`src/rtl/duck_pkg.sv`:
```
// Shared definitions for the Duck Hunt video path.
// flash_state_t : zapper flash sequencer states.
// COLOR_*       : 6-bit (2 bits per channel) reference colours.
// SCR_*_DEF     : default visible screen size.
package duck_pkg;

  typedef enum logic [1:0] {
    IDLE  = 2'd0,
    BLACK = 2'd1,
    WHITE = 2'd2,
    HELD  = 2'd3
  } flash_state_t;

  localparam int          COLOR_W_DEF  = 6;
  localparam logic [5:0]  COLOR_BLACK  = 6'b000000;
  localparam logic [5:0]  COLOR_WHITE  = 6'b111111;
  localparam logic [5:0]  COLOR_TARGET = 6'b110000;

  localparam int SCR_W_DEF = 640;
  localparam int SCR_H_DEF = 480;

endpackage

```
`src/rtl/target_flash_gen_if.sv`:
```
// Video/zapper bundle between the timing block, the zapper and the RGB pins.
// master : drives pixel position, frame tick, zapper inputs, background pixel.
// slave  : the target/flash generator consuming them and producing rgb,
//          busy, shot_done and the hit vector.
interface target_flash_gen_if #(
  parameter int N_TARGETS = 2,
  parameter int COLOR_W   = 6
);
  logic                 frame_tick;
  logic                 valid;
  logic [9:0]           col;
  logic [9:0]           row;
  logic                 trigger;
  logic                 light;
  logic [COLOR_W-1:0]   bg_rgb;
  logic [COLOR_W-1:0]   rgb;
  logic                 busy;
  logic                 shot_done;
  logic [N_TARGETS-1:0] hit;

  modport master (
    output frame_tick, valid, col, row, trigger, light, bg_rgb,
    input  rgb, busy, shot_done, hit
  );

  modport slave (
    input  frame_tick, valid, col, row, trigger, light, bg_rgb,
    output rgb, busy, shot_done, hit
  );
endinterface

```
`src/rtl/target_mover.sv`:
```
// Horizontal position of one target box.
// clk, rst_n : pixel clock, async active-low reset (loads x_init)
// tick_en    : advance one STEP this cycle (frame tick while not flashing)
// respawn    : reload x_init (takes priority over tick_en)
// x_init     : start column of this target
// x          : current left column of the box
module target_mover #(
  parameter int SCR_W = 640,
  parameter int BOX_W = 50,
  parameter int STEP  = 5
) (
  input  logic       clk,
  input  logic       rst_n,
  input  logic       tick_en,
  input  logic       respawn,
  input  logic [9:0] x_init,
  output logic [9:0] x
);

  localparam logic [10:0] X_MAX = 11'(SCR_W - BOX_W);

  logic [10:0] x_step;

  // 11-bit sum so the wrap test cannot overflow near the right edge.
  assign x_step = {1'b0, x} + 11'(STEP);

  // NOTE: sequential state uses non-blocking assignments so every register
  // samples pre-edge values regardless of process evaluation order.
  always_ff @(posedge clk or negedge rst_n) begin
    if (!rst_n) begin
      x <= x_init;
    end else if (respawn) begin
      x <= x_init;
    end else if (tick_en) begin
      // Wrap to column 0 rather than letting the box run off screen.
      x <= (x_step > X_MAX) ? 10'd0 : x_step[9:0];
    end
  end

endmodule

```
`src/rtl/target_flash_gen.sv`:
```
// Draws N_TARGETS moving boxes over the sprite background and runs the
// zapper flash sequence (one black frame, then one white frame per target),
// reporting which targets the light sensor saw.
// clk, rst_n : pixel clock, async active-low reset
// bus.slave  : frame_tick/valid/col/row/bg_rgb from video timing,
//              trigger/light from the zapper (already synchronised),
//              rgb (registered, 1-clk latency), busy, shot_done, hit
module target_flash_gen
  import duck_pkg::*;
#(
  parameter int                 N_TARGETS    = 2,
  parameter int                 COLOR_W      = COLOR_W_DEF,
  parameter int                 BOX_W        = 50,
  parameter int                 BOX_H        = 50,
  parameter int                 SCR_W        = SCR_W_DEF,
  parameter int                 SCR_H        = SCR_H_DEF,
  parameter int                 STEP         = 5,
  parameter logic [COLOR_W-1:0] TARGET_COLOR = COLOR_W'(COLOR_TARGET)
) (
  input  logic              clk,
  input  logic              rst_n,
  target_flash_gen_if.slave bus
);

  localparam int KW = (N_TARGETS > 1) ? $clog2(N_TARGETS) : 1;

  flash_state_t         state, state_nxt;
  logic [KW-1:0]        k;
  logic                 cheat;
  logic                 trig_q;
  logic [N_TARGETS-1:0] alive;
  logic [N_TARGETS-1:0] flag;
  logic [N_TARGETS-1:0] flag_cur;
  logic [N_TARGETS-1:0] hit_vec;
  logic [N_TARGETS-1:0] in_box;
  logic [9:0]           x [N_TARGETS];
  logic [10:0]          col11, row11;
  logic                 tick, last_k, tick_en, respawn;
  logic [COLOR_W-1:0]   pix;
  logic [COLOR_W-1:0]   rgb_q;
  logic                 shot_done_q;
  logic [N_TARGETS-1:0] hit_q;

  assign tick    = bus.frame_tick;
  assign col11   = {1'b0, bus.col};
  assign row11   = {1'b0, bus.row};
  assign last_k  = (k == KW'(N_TARGETS - 1));
  assign tick_en = tick && ((state == IDLE) || (state == HELD));
  assign respawn = tick && (state == IDLE) && (alive == '0);

  for (genvar gi = 0; gi < N_TARGETS; gi++) begin : g_tgt
    localparam logic [9:0]  X_INIT = 10'(gi * ((SCR_W - BOX_W) / N_TARGETS));
    localparam logic [10:0] Y_LO   = 11'(BOX_H + gi * ((SCR_H - 2 * BOX_H) / N_TARGETS));

    logic [10:0] x_lo;

    target_mover #(
      .SCR_W (SCR_W),
      .BOX_W (BOX_W),
      .STEP  (STEP)
    ) u_mover (
      .clk     (clk),
      .rst_n   (rst_n),
      .tick_en (tick_en),
      .respawn (respawn),
      .x_init  (X_INIT),
      .x       (x[gi])
    );

    assign x_lo       = {1'b0, x[gi]};
    assign in_box[gi] = alive[gi]
                        && (col11 >= x_lo) && (col11 < x_lo + 11'(BOX_W))
                        && (row11 >= Y_LO) && (row11 < Y_LO + 11'(BOX_H));
  end

  // Light seen this cycle is folded in here so light coincident with the
  // ending frame_tick still counts toward the white frame being closed.
  // NOTE: every always_comb output gets a default first, so no path leaves a
  // variable unassigned and no latch is inferred.
  always_comb begin
    flag_cur = flag;
    if ((state == WHITE) && bus.light) flag_cur[k] = 1'b1;
  end

  assign hit_vec = flag_cur & alive & {N_TARGETS{~cheat}};

  // State register.
  always_ff @(posedge clk or negedge rst_n) begin
    if (!rst_n) state <= IDLE;
    else        state <= state_nxt;
  end

  // Next-state logic; every transition waits for a frame boundary.
  always_comb begin
    state_nxt = state;
    if (tick) begin
      case (state)
        IDLE:    if (bus.trigger && !trig_q) state_nxt = BLACK;
        BLACK:   state_nxt = WHITE;
        WHITE:   if (last_k) state_nxt = bus.trigger ? HELD : IDLE;
        HELD:    if (!bus.trigger) state_nxt = IDLE;
        default: state_nxt = IDLE;
      endcase
    end
  end

  // Output logic: busy flag and pre-register pixel colour.
  always_comb begin
    pix = '0;
    case (state)
      BLACK:   pix = '0;
      WHITE:   pix = in_box[k] ? '1 : '0;
      default: pix = (|in_box) ? TARGET_COLOR : bus.bg_rgb;
    endcase
  end

  assign bus.busy = (state == BLACK) || (state == WHITE);

  // Sequence bookkeeping: trigger history, cheat/light flags, target index,
  // alive mask and the one-cycle shot report.
  always_ff @(posedge clk or negedge rst_n) begin
    if (!rst_n) begin
      k           <= '0;
      cheat       <= 1'b0;
      trig_q      <= 1'b0;
      alive       <= '1;
      flag        <= '0;
      shot_done_q <= 1'b0;
      hit_q       <= '0;
    end else begin
      shot_done_q <= 1'b0;
      hit_q       <= '0;
      if (tick) trig_q <= bus.trigger;

      case (state)
        IDLE: begin
          if (tick) begin
            if (alive == '0) alive <= '1;
            if (bus.trigger && !trig_q) begin
              cheat <= 1'b0;
              flag  <= '0;
              k     <= '0;
            end
          end
        end
        BLACK: cheat <= cheat | bus.light;
        WHITE: begin
          flag <= flag_cur;
          if (tick) begin
            if (last_k) begin
              shot_done_q <= 1'b1;
              hit_q       <= hit_vec;
              alive       <= alive & ~hit_vec;
            end else begin
              k <= k + 1'b1;
            end
          end
        end
        default: ;
      endcase
    end
  end

  always_ff @(posedge clk or negedge rst_n) begin
    if (!rst_n)         rgb_q <= '0;
    else if (bus.valid) rgb_q <= pix;
    else                rgb_q <= '0;
  end

  assign bus.rgb       = rgb_q;
  assign bus.shot_done = shot_done_q;
  assign bus.hit       = hit_q;

endmodule

```
`src/flat_wrapper.sv`:
```
// flat-port wrapper written by rule: the top's interface ports become plain ports
module target_flash_gen_flat import duck_pkg::*;
#(
  parameter int                 N_TARGETS    = 2,
  parameter int                 COLOR_W      = COLOR_W_DEF,
  parameter int                 BOX_W        = 50,
  parameter int                 BOX_H        = 50,
  parameter int                 SCR_W        = SCR_W_DEF,
  parameter int                 SCR_H        = SCR_H_DEF,
  parameter int                 STEP         = 5,
  parameter logic [COLOR_W-1:0] TARGET_COLOR = COLOR_W'(COLOR_TARGET)
)
  (clk, rst_n, bus_frame_tick, bus_valid, bus_col, bus_row, bus_trigger, bus_light, bus_bg_rgb, bus_rgb, bus_busy, bus_shot_done, bus_hit);
  target_flash_gen_if #(.N_TARGETS(N_TARGETS), .COLOR_W(COLOR_W)) bus_i ();
  input  logic clk;
  input  logic rst_n;
  input wire logic [$bits(bus_i.frame_tick)-1:0] bus_frame_tick;
  input wire logic [$bits(bus_i.valid)-1:0] bus_valid;
  input wire logic [$bits(bus_i.col)-1:0] bus_col;
  input wire logic [$bits(bus_i.row)-1:0] bus_row;
  input wire logic [$bits(bus_i.trigger)-1:0] bus_trigger;
  input wire logic [$bits(bus_i.light)-1:0] bus_light;
  input wire logic [$bits(bus_i.bg_rgb)-1:0] bus_bg_rgb;
  output wire logic [$bits(bus_i.rgb)-1:0] bus_rgb;
  output wire logic [$bits(bus_i.busy)-1:0] bus_busy;
  output wire logic [$bits(bus_i.shot_done)-1:0] bus_shot_done;
  output wire logic [$bits(bus_i.hit)-1:0] bus_hit;
  assign bus_i.frame_tick = bus_frame_tick;
  assign bus_i.valid = bus_valid;
  assign bus_i.col = bus_col;
  assign bus_i.row = bus_row;
  assign bus_i.trigger = bus_trigger;
  assign bus_i.light = bus_light;
  assign bus_i.bg_rgb = bus_bg_rgb;
  assign bus_rgb = bus_i.rgb;
  assign bus_busy = bus_i.busy;
  assign bus_shot_done = bus_i.shot_done;
  assign bus_hit = bus_i.hit;
  target_flash_gen #(.N_TARGETS(N_TARGETS), .COLOR_W(COLOR_W), .BOX_W(BOX_W), .BOX_H(BOX_H), .SCR_W(SCR_W), .SCR_H(SCR_H), .STEP(STEP), .TARGET_COLOR(TARGET_COLOR)) u_core (.clk(clk), .rst_n(rst_n), .bus(bus_i));
endmodule
```
`config.mk`:
```
export PLATFORM = sky130hd
export DESIGN_NAME = target_flash_gen_flat
export DESIGN_NICKNAME = d
export VERILOG_FILES = /design/src/rtl/duck_pkg.sv /design/src/rtl/target_flash_gen_if.sv /design/src/rtl/target_mover.sv /design/src/rtl/target_flash_gen.sv /design/src/flat_wrapper.sv
export SDC_FILE = /design/constraint.sdc
export NUM_CORES = 1
export LEC_CHECK = 0
export ABC_CLOCK_PERIOD_IN_PS = 3100
export CAP_MARGIN = 30
export CORE_UTILIZATION = 59
export CTS_BUF_LIST = sky130_fd_sc_hd__clkbuf_4 sky130_fd_sc_hd__clkbuf_8
export DETAILED_ROUTE_END_ITERATION = 12
export PLACE_DENSITY = 0.84
export SLEW_MARGIN = 15
export SYNTH_ARGS = -nofsm -noshare
export SYNTH_HDL_FRONTEND = slang
export SYNTH_SLANG_ARGS = --single-unit
```
`constraint.sdc`:
```
create_clock -name clk -period 3.1 [get_ports clk]
set_clock_uncertainty 0.15 [all_clocks]
set_input_delay 0.93 -clock clk [delete_from_list [all_inputs] [get_ports clk]]
set_output_delay 0.93 -clock clk [all_outputs]
set_load 0.005 [all_outputs]
```
==> flow_metrics.tcl, run 1 <==
set metrics [dict create \
    synthFlopType "dfrtp_1" \
    cts.sinks 38 \
    firstDrtPassIters 5 \
    vdd_drop_max_mv 0.464 \
    status "finished, final reports clean" \
    setup-violations-final 0 \
    mostFrequentLayoutCells "49 x ha_1, 39 x clkdlybuf4s50_1, 36 x nor2_1" \
    reg2reg_to "u_core.g_tgt[0].u_mover.x[2]" \
    worst-r2r-setup-slack_ps 110 \
    worstSetupPathType "reg2reg" \
    gp_congestion 0.909 \
    grt_overflow 0 \
    final_common_cell "ha_1" \
    cp-startpoint "u_core.g_tgt[0].u_mover.x[2]" \
    wl_per_cell_um 15.9 \
    cts-root-buf "clkbuf_8" \
    maxCapViolations 0 \
    endpoint "u_core.g_tgt[0].u_mover.x[2]" \
    hold_slack_ps 359 \
    io_buffers 40 \
    drt_iter0_markers 213 \
    diodes 0 \
    synth-edff-count 0 \
    period_minus_slack_ps 2990 \
    ys_warn_count 0 \
    vias 3458 \
    dp_hpwl_mm 6.55 \
    rsz0062_at_grt "true" \
    worstPathMaxFanout 6 \
    avgSynthCellArea_sq_um 8.40 \
    syn2layout_area_growth_pct 21.1 \
    antenna_found_initial 0 \
    via_per_inst 6.26 \
    grt_pass1_vias 3272 \
    fin_setup_tns_ps 0 \
    powerDensity_nw_per_um2 823 \
    clockBufferDepth 2 \
    synth-seq-cells 38 \
    layout.nets 561 \
    r2r_cells 9 \
    final_hold_viol_count 0 \
    grt_first_pass_wirelength_mm 14.4 \
    postRouteAntennaNets 0 \
    grt_max_degree 39 \
    critical_path_required_ps 3170 \
    drc 0 \
    synthArstFlopShare 1.00 \
    ys_types 63 \
    fin_cells 552 \
    initial_core_util 0.627 \
    worstPathArrival_ps 3050 \
    fp.dieH_um 79.7 \
    drive_gt1_frac 0.138 \
    htree_levels 2 \
    core_region_area_sq_um 5680 \
    num_io_pins 42 \
    grt.total_usage 0.288 \
    clock_latency_ps 300 \
    hold_class "in2async" \
    worstSetupStartpointType "flop" \
    row_count 27 \
    die_w_um 79.7 \
    p_leak_nw 1.83 \
    place_inst 539 \
    numCtsBuffers 5 \
    path_clk_slew_ps 80 \
    crit_path_end_kind "flop" \
    drv_slew 0 \
    post-route-period-util 0.964 \
    cts_tree "built" \
    ys_seq_area_frac 0.270 \
    max_freq_mhz 335 \
    synthCells 424 \
    power.total_mw 3.55 \
    synth_fp_nets 506 \
    slew_headroom 0.720 \
    worst_pin_slew_ps 419 \
    reg2reg_from "u_core.g_tgt[0].u_mover.x[2]" \
    netlist_area_sq_um 3560 \
    cts_hold_buf 0 \
    die_area_sq_um 6350 \
    drt_wl_total_mm 8.80 \
]
[critical path: stages, from the launching register on]
cell and delay, ps:
dfrtp_1 440, inv_1 130, ha_1 190, nand2_1 100, or3_4 350, a2111oi_4 310, o32ai_2 160, a2111o_2 570
or4_1 420, o21ai_0 100
[worst min path at each step]
stage | start | endpoint | slack (ps) | cells past startpoint
4_1_cts | u_core.alive[1] | u_core.alive[1] | 370 | 2
6_report | rst_n | u_core.g_tgt[0].u_mover.x[0] | 360 | 1
3_3_place_gp | u_core.alive[1] | u_core.alive[1] | 350 | 2
2_1_floorplan | u_core.alive[1] | u_core.alive[1] | 330 | 2
5_1_grt | rst_n | u_core.g_tgt[0].u_mover.x[0] | 370 | 1
3_5_place_dp | u_core.alive[1] | u_core.alive[1] | 360 | 2
[synth_stat cells, types with 3 or more instances]
cell        n  share of area
ha_1       50           0.18
nor2_1     36          0.038
a21oi_1    35          0.049
dfrtp_1    31           0.22
inv_1      30          0.032
nand2_1    25          0.026
nand3_1    25          0.035
o21ai_0    18          0.025
xnor2_1    17          0.042
nor3_1     13          0.018
a21o_1     12          0.025
clkbuf_1    9         0.0095
nand4_1     9          0.016
buf_2       7         0.0098
dfstp_2     7          0.052
o21a_1      7          0.015
and3_1      6          0.011
a31oi_1     5         0.0088
nor3b_1     5          0.011
o31a_1      4         0.0098
o31ai_1     4         0.0084
a211oi_1    3         0.0063
and2_1      3         0.0053
nor2b_1     3         0.0053
nor4b_1     3         0.0074
o2111ai_1   3         0.0074
o211ai_1    3         0.0063
o22ai_1     3         0.0053
or2_2       3         0.0053
or3_1       3         0.0053
[routing by layer]
metal,global-route usage,part of all wire,up-vias
met5,0,0,-
met4,0.104,0.021,0
li1,-,-,1668
met2,0.494,0.48,152
met1,0.364,0.43,1617
met3,0.0457,0.069,21
[state kept, by name, indices dropped and copies added (netlist names)]
signal                  flops
u_core.state                2
u_core.bus.shot_done        1
u_core.bus.rgb              6
u_core.bus.hit              2
u_core.alive                2
u_core.trig_q               1
u_core.flag                 2
u_core.g_tgt.u_mover.x     20
u_core.k                    1
u_core.cheat                1
[where the power goes]
| group | switching (mW) | internal [mW] | leakage [nW] | total [mW] |
|---|---|---|---|---|
| Clock | 0.192 | 0.183 | 0.0478 | 0.375 |
| Sequential | 0.258 | 0.715 | 0.481 | 0.973 |
| Combinational | 1.20 | 1.01 | 1.30 | 2.20 |
[through the flow]
step / util / setup slack, ps / instance area (sq um)
floorplan: - / 284 / 3560
global placement: 0.725 / -175 / 4110
detailed placement: 0.725 / -244 / 4110
CTS: 0.742 / 61.3 / 4210
global route: 0.760 / -15.2 / 4310
finish: 0.760 / 112 / 4310
[final cells by class]
cell class / instances / area [sq um]
Tap cell: 72 / 90.1
Timing Repair Buffer: 65 / 596
Multi-Input combinational cell: 339 / 2460
Fill cell: 430 / 1360
Clock inverter: 2 / 16.3
Clock buffer: 6 / 82.6
Sequential cell: 38 / 960
Inverter: 30 / 113
[timing repair]
item	in CTS	in global routing
endpoints found under the setup margin	0	13
buffers inserted	0	3
resized for setup	0	11
hold endpoints to repair	0	0
[cells by family after synthesis]
group           count (synthesis)  synth area share
simple gates                  147             0.214
compound gates                123             0.239
fa+ha+maj                      50             0.176
buf+inv                        48            0.0573
flops                          38             0.270
xor+xnor                       17            0.0418
mux                             1           0.00281
(Power assumes the default switching activity.)
==> inputs of run 2 (changes only) <==
--- a/config.mk
+++ b/config.mk
@@ -5,8 +5,6 @@
 export SDC_FILE = /design/constraint.sdc
 export NUM_CORES = 1
 export LEC_CHECK = 0
-export ABC_CLOCK_PERIOD_IN_PS = 3100
-export CAP_MARGIN = 30
 export CORE_UTILIZATION = 59
 export CTS_BUF_LIST = sky130_fd_sc_hd__clkbuf_4 sky130_fd_sc_hd__clkbuf_8
 export DETAILED_ROUTE_END_ITERATION = 12
==> run 2 against run 1 <==
Effect of this change:
- register-to-register slack is essentially flat
- count of clock-buffer cells in the layout unchanged
- routed wire length down 0.59%
- via count down 0.17%
- largest cell class unchanged
- die area is the same
- sequential share of layout area up 0.10 points
- clock power about the same
- critical endpoint unchanged
- first-iteration DRC count is 13% higher
- critical path depth stayed put
- power is essentially flat
==> flow_metrics.tcl, run 2 (synthesis results as in run 1) <==
set metrics [dict create \
    status "finished, final reports clean" \
    final_hold_viol_count 0 \
    regMostFlops "u_core.g_tgt.u_mover.x" \
    layout.nets 560 \
    post-route-period-util 0.960 \
    htree_levels 2 \
    grt_pass1_vias 3272 \
    io_buffers 40 \
    grtUsageMet2 0.494 \
    row_count 27 \
    die_area_sq_um 6350 \
    diodes 0 \
    wl_per_cell_um 15.9 \
    grt_overflow 0 \
    cts_hold_buf 0 \
    via_per_inst 6.26 \
    clockBufferDepth 2 \
    worst_pin_slew_ps 882 \
    largest_register_ffs 20 \
    vias 3452 \
    busiest_layer "met2" \
    firstDrtPassIters 5 \
    fin_cells 551 \
    setup-violations-final 0 \
    drt_wl_total_mm 8.74 \
    vdd_drop_max_mv 0.464 \
    use_met3 0.0457 \
    numCtsBuffers 5 \
    drive_gt1_frac 0.136 \
    critical_path_required_ps 3170 \
    path_clk_slew_ps 90 \
    hold_class "reg2reg" \
    slew_headroom 0.412 \
    mostFrequentLayoutCells "49 x ha_1, 39 x clkdlybuf4s50_1, 36 x nor2_1" \
    crit_path_end_kind "flop" \
    stdcell_area_sq_um 4290 \
    drc 0 \
    use_met1 0.364 \
    grt_max_degree 39 \
    max_freq_mhz 336 \
    clock_latency_ps 300 \
    core_region_area_sq_um 5680 \
    dpl_cell_area_sq_um 4110 \
    drt_iter0_markers 240 \
    initial_core_util 0.627 \
    final_common_cell "ha_1" \
    powerDensity_nw_per_um2 827 \
    fp.dieH_um 79.7 \
    num_io_pins 42 \
    period_minus_slack_ps 2970 \
    worst_slack_ps 125 \
    antenna_found_initial 0 \
    syn2layout_area_growth_pct 20.6 \
    worstSetupPathType "reg2reg" \
    place_inst 539 \
    grt.total_usage 0.288 \
    grt_first_pass_wirelength_mm 14.4 \
    worstPathArrival_ps 3040 \
    gp_congestion 0.909 \
    p_leak_nw 1.82 \
    drv_slew 0 \
    dp_hpwl_mm 6.55 \
    worstSetupStartpointType "flop" \
    cts-root-buf "clkbuf_8" \
    die_w_um 79.7 \
    cts_tree "built" \
    rsz0062_at_grt "true" \
    maxCapViolations 0 \
    dpl_worst_slack_ps -244 \
    cts.sinks 38 \
    worstPathMaxFanout 6 \
    postRouteAntennaNets 0 \
    fillers 433 \
    fin_util 0.756 \
]
run 2: cell types whose count changed in the layout (fill, tap and decap cells not counted):
cell / delta
buf_12: -1
run 2: final timing paths:
path | from | endpoint | slack [ps] | cells after the start
worst min-delay path | u_core.alive[1] | u_core.alive[1] | 360 | 2
worst max register to register | u_core.g_tgt[0].u_mover.x[2] | u_core.g_tgt[0].u_mover.x[2] | 130 | 9
min in group asynchronous | rst_n | u_core.g_tgt[0].u_mover.x[0] | 590 | 1
worst min register to register | u_core.alive[1] | u_core.alive[1] | 360 | 2
worst max-delay path | u_core.g_tgt[0].u_mover.x[2] | u_core.g_tgt[0].u_mover.x[2] | 130 | 9
max in group asynchronous | rst_n | u_core.g_tgt[1].u_mover.x[3] | 1650 | 1
run 2: final cells by class:
type                       count  area, sq um  share of cell area
multi-input combinational    339         2460               0.572
timing repair buffer          64          576               0.134
sequential                    38          960               0.224
tap                           72         90.1              0.0210
clock inverter                 2         16.3             0.00379
clock buffer                   6         82.6              0.0192
inverter                      30          113              0.0262
run 2: what timing repair did:
action | 4_1_cts | 5_1_grt
endpoints found under the hold margin | 0 | 0
setup endpoints to repair | 0 | 13
buffers inserted | 0 | 3
gates resized for setup | 0 | 11
run 2: routing by layer:
metal,share of wire,wire [um],vias to the layer above
li1,-,-,1669
met1,0.44,3840,1615
met2,0.47,4150,146
met3,0.064,562,22
met4,0.022,189,0
met5,0,0,-
run 2: power by group:
part           total, mW  switching, mW  internal, mW
combinational       2.20           1.20          1.00
sequential         0.974          0.259         0.715
clock              0.377          0.194         0.183
run 2: metrics by stage:
step / hold WS (ps) / total power, mW / TNS (ps)
final: 365 / 3.55 / 0
after global routing: 395 / 3.87 / -73.9
after CTS: 369 / 3.42 / 0
after detailed placement: 358 / 3.03 / -1350
after global placement: 350 / 2.94 / -967
after floorplan: 328 / 2.40 / 0
run 2: critical path, cell delays in order, from the launching register on:
cell	delay [ps]
dfrtp_1	440
inv_1	130
ha_1	190
nand2_1	100
or3_4	350
a2111oi_4	310
o32ai_2	150
a2111o_2	570
or4_1	420
o21ai_0	100
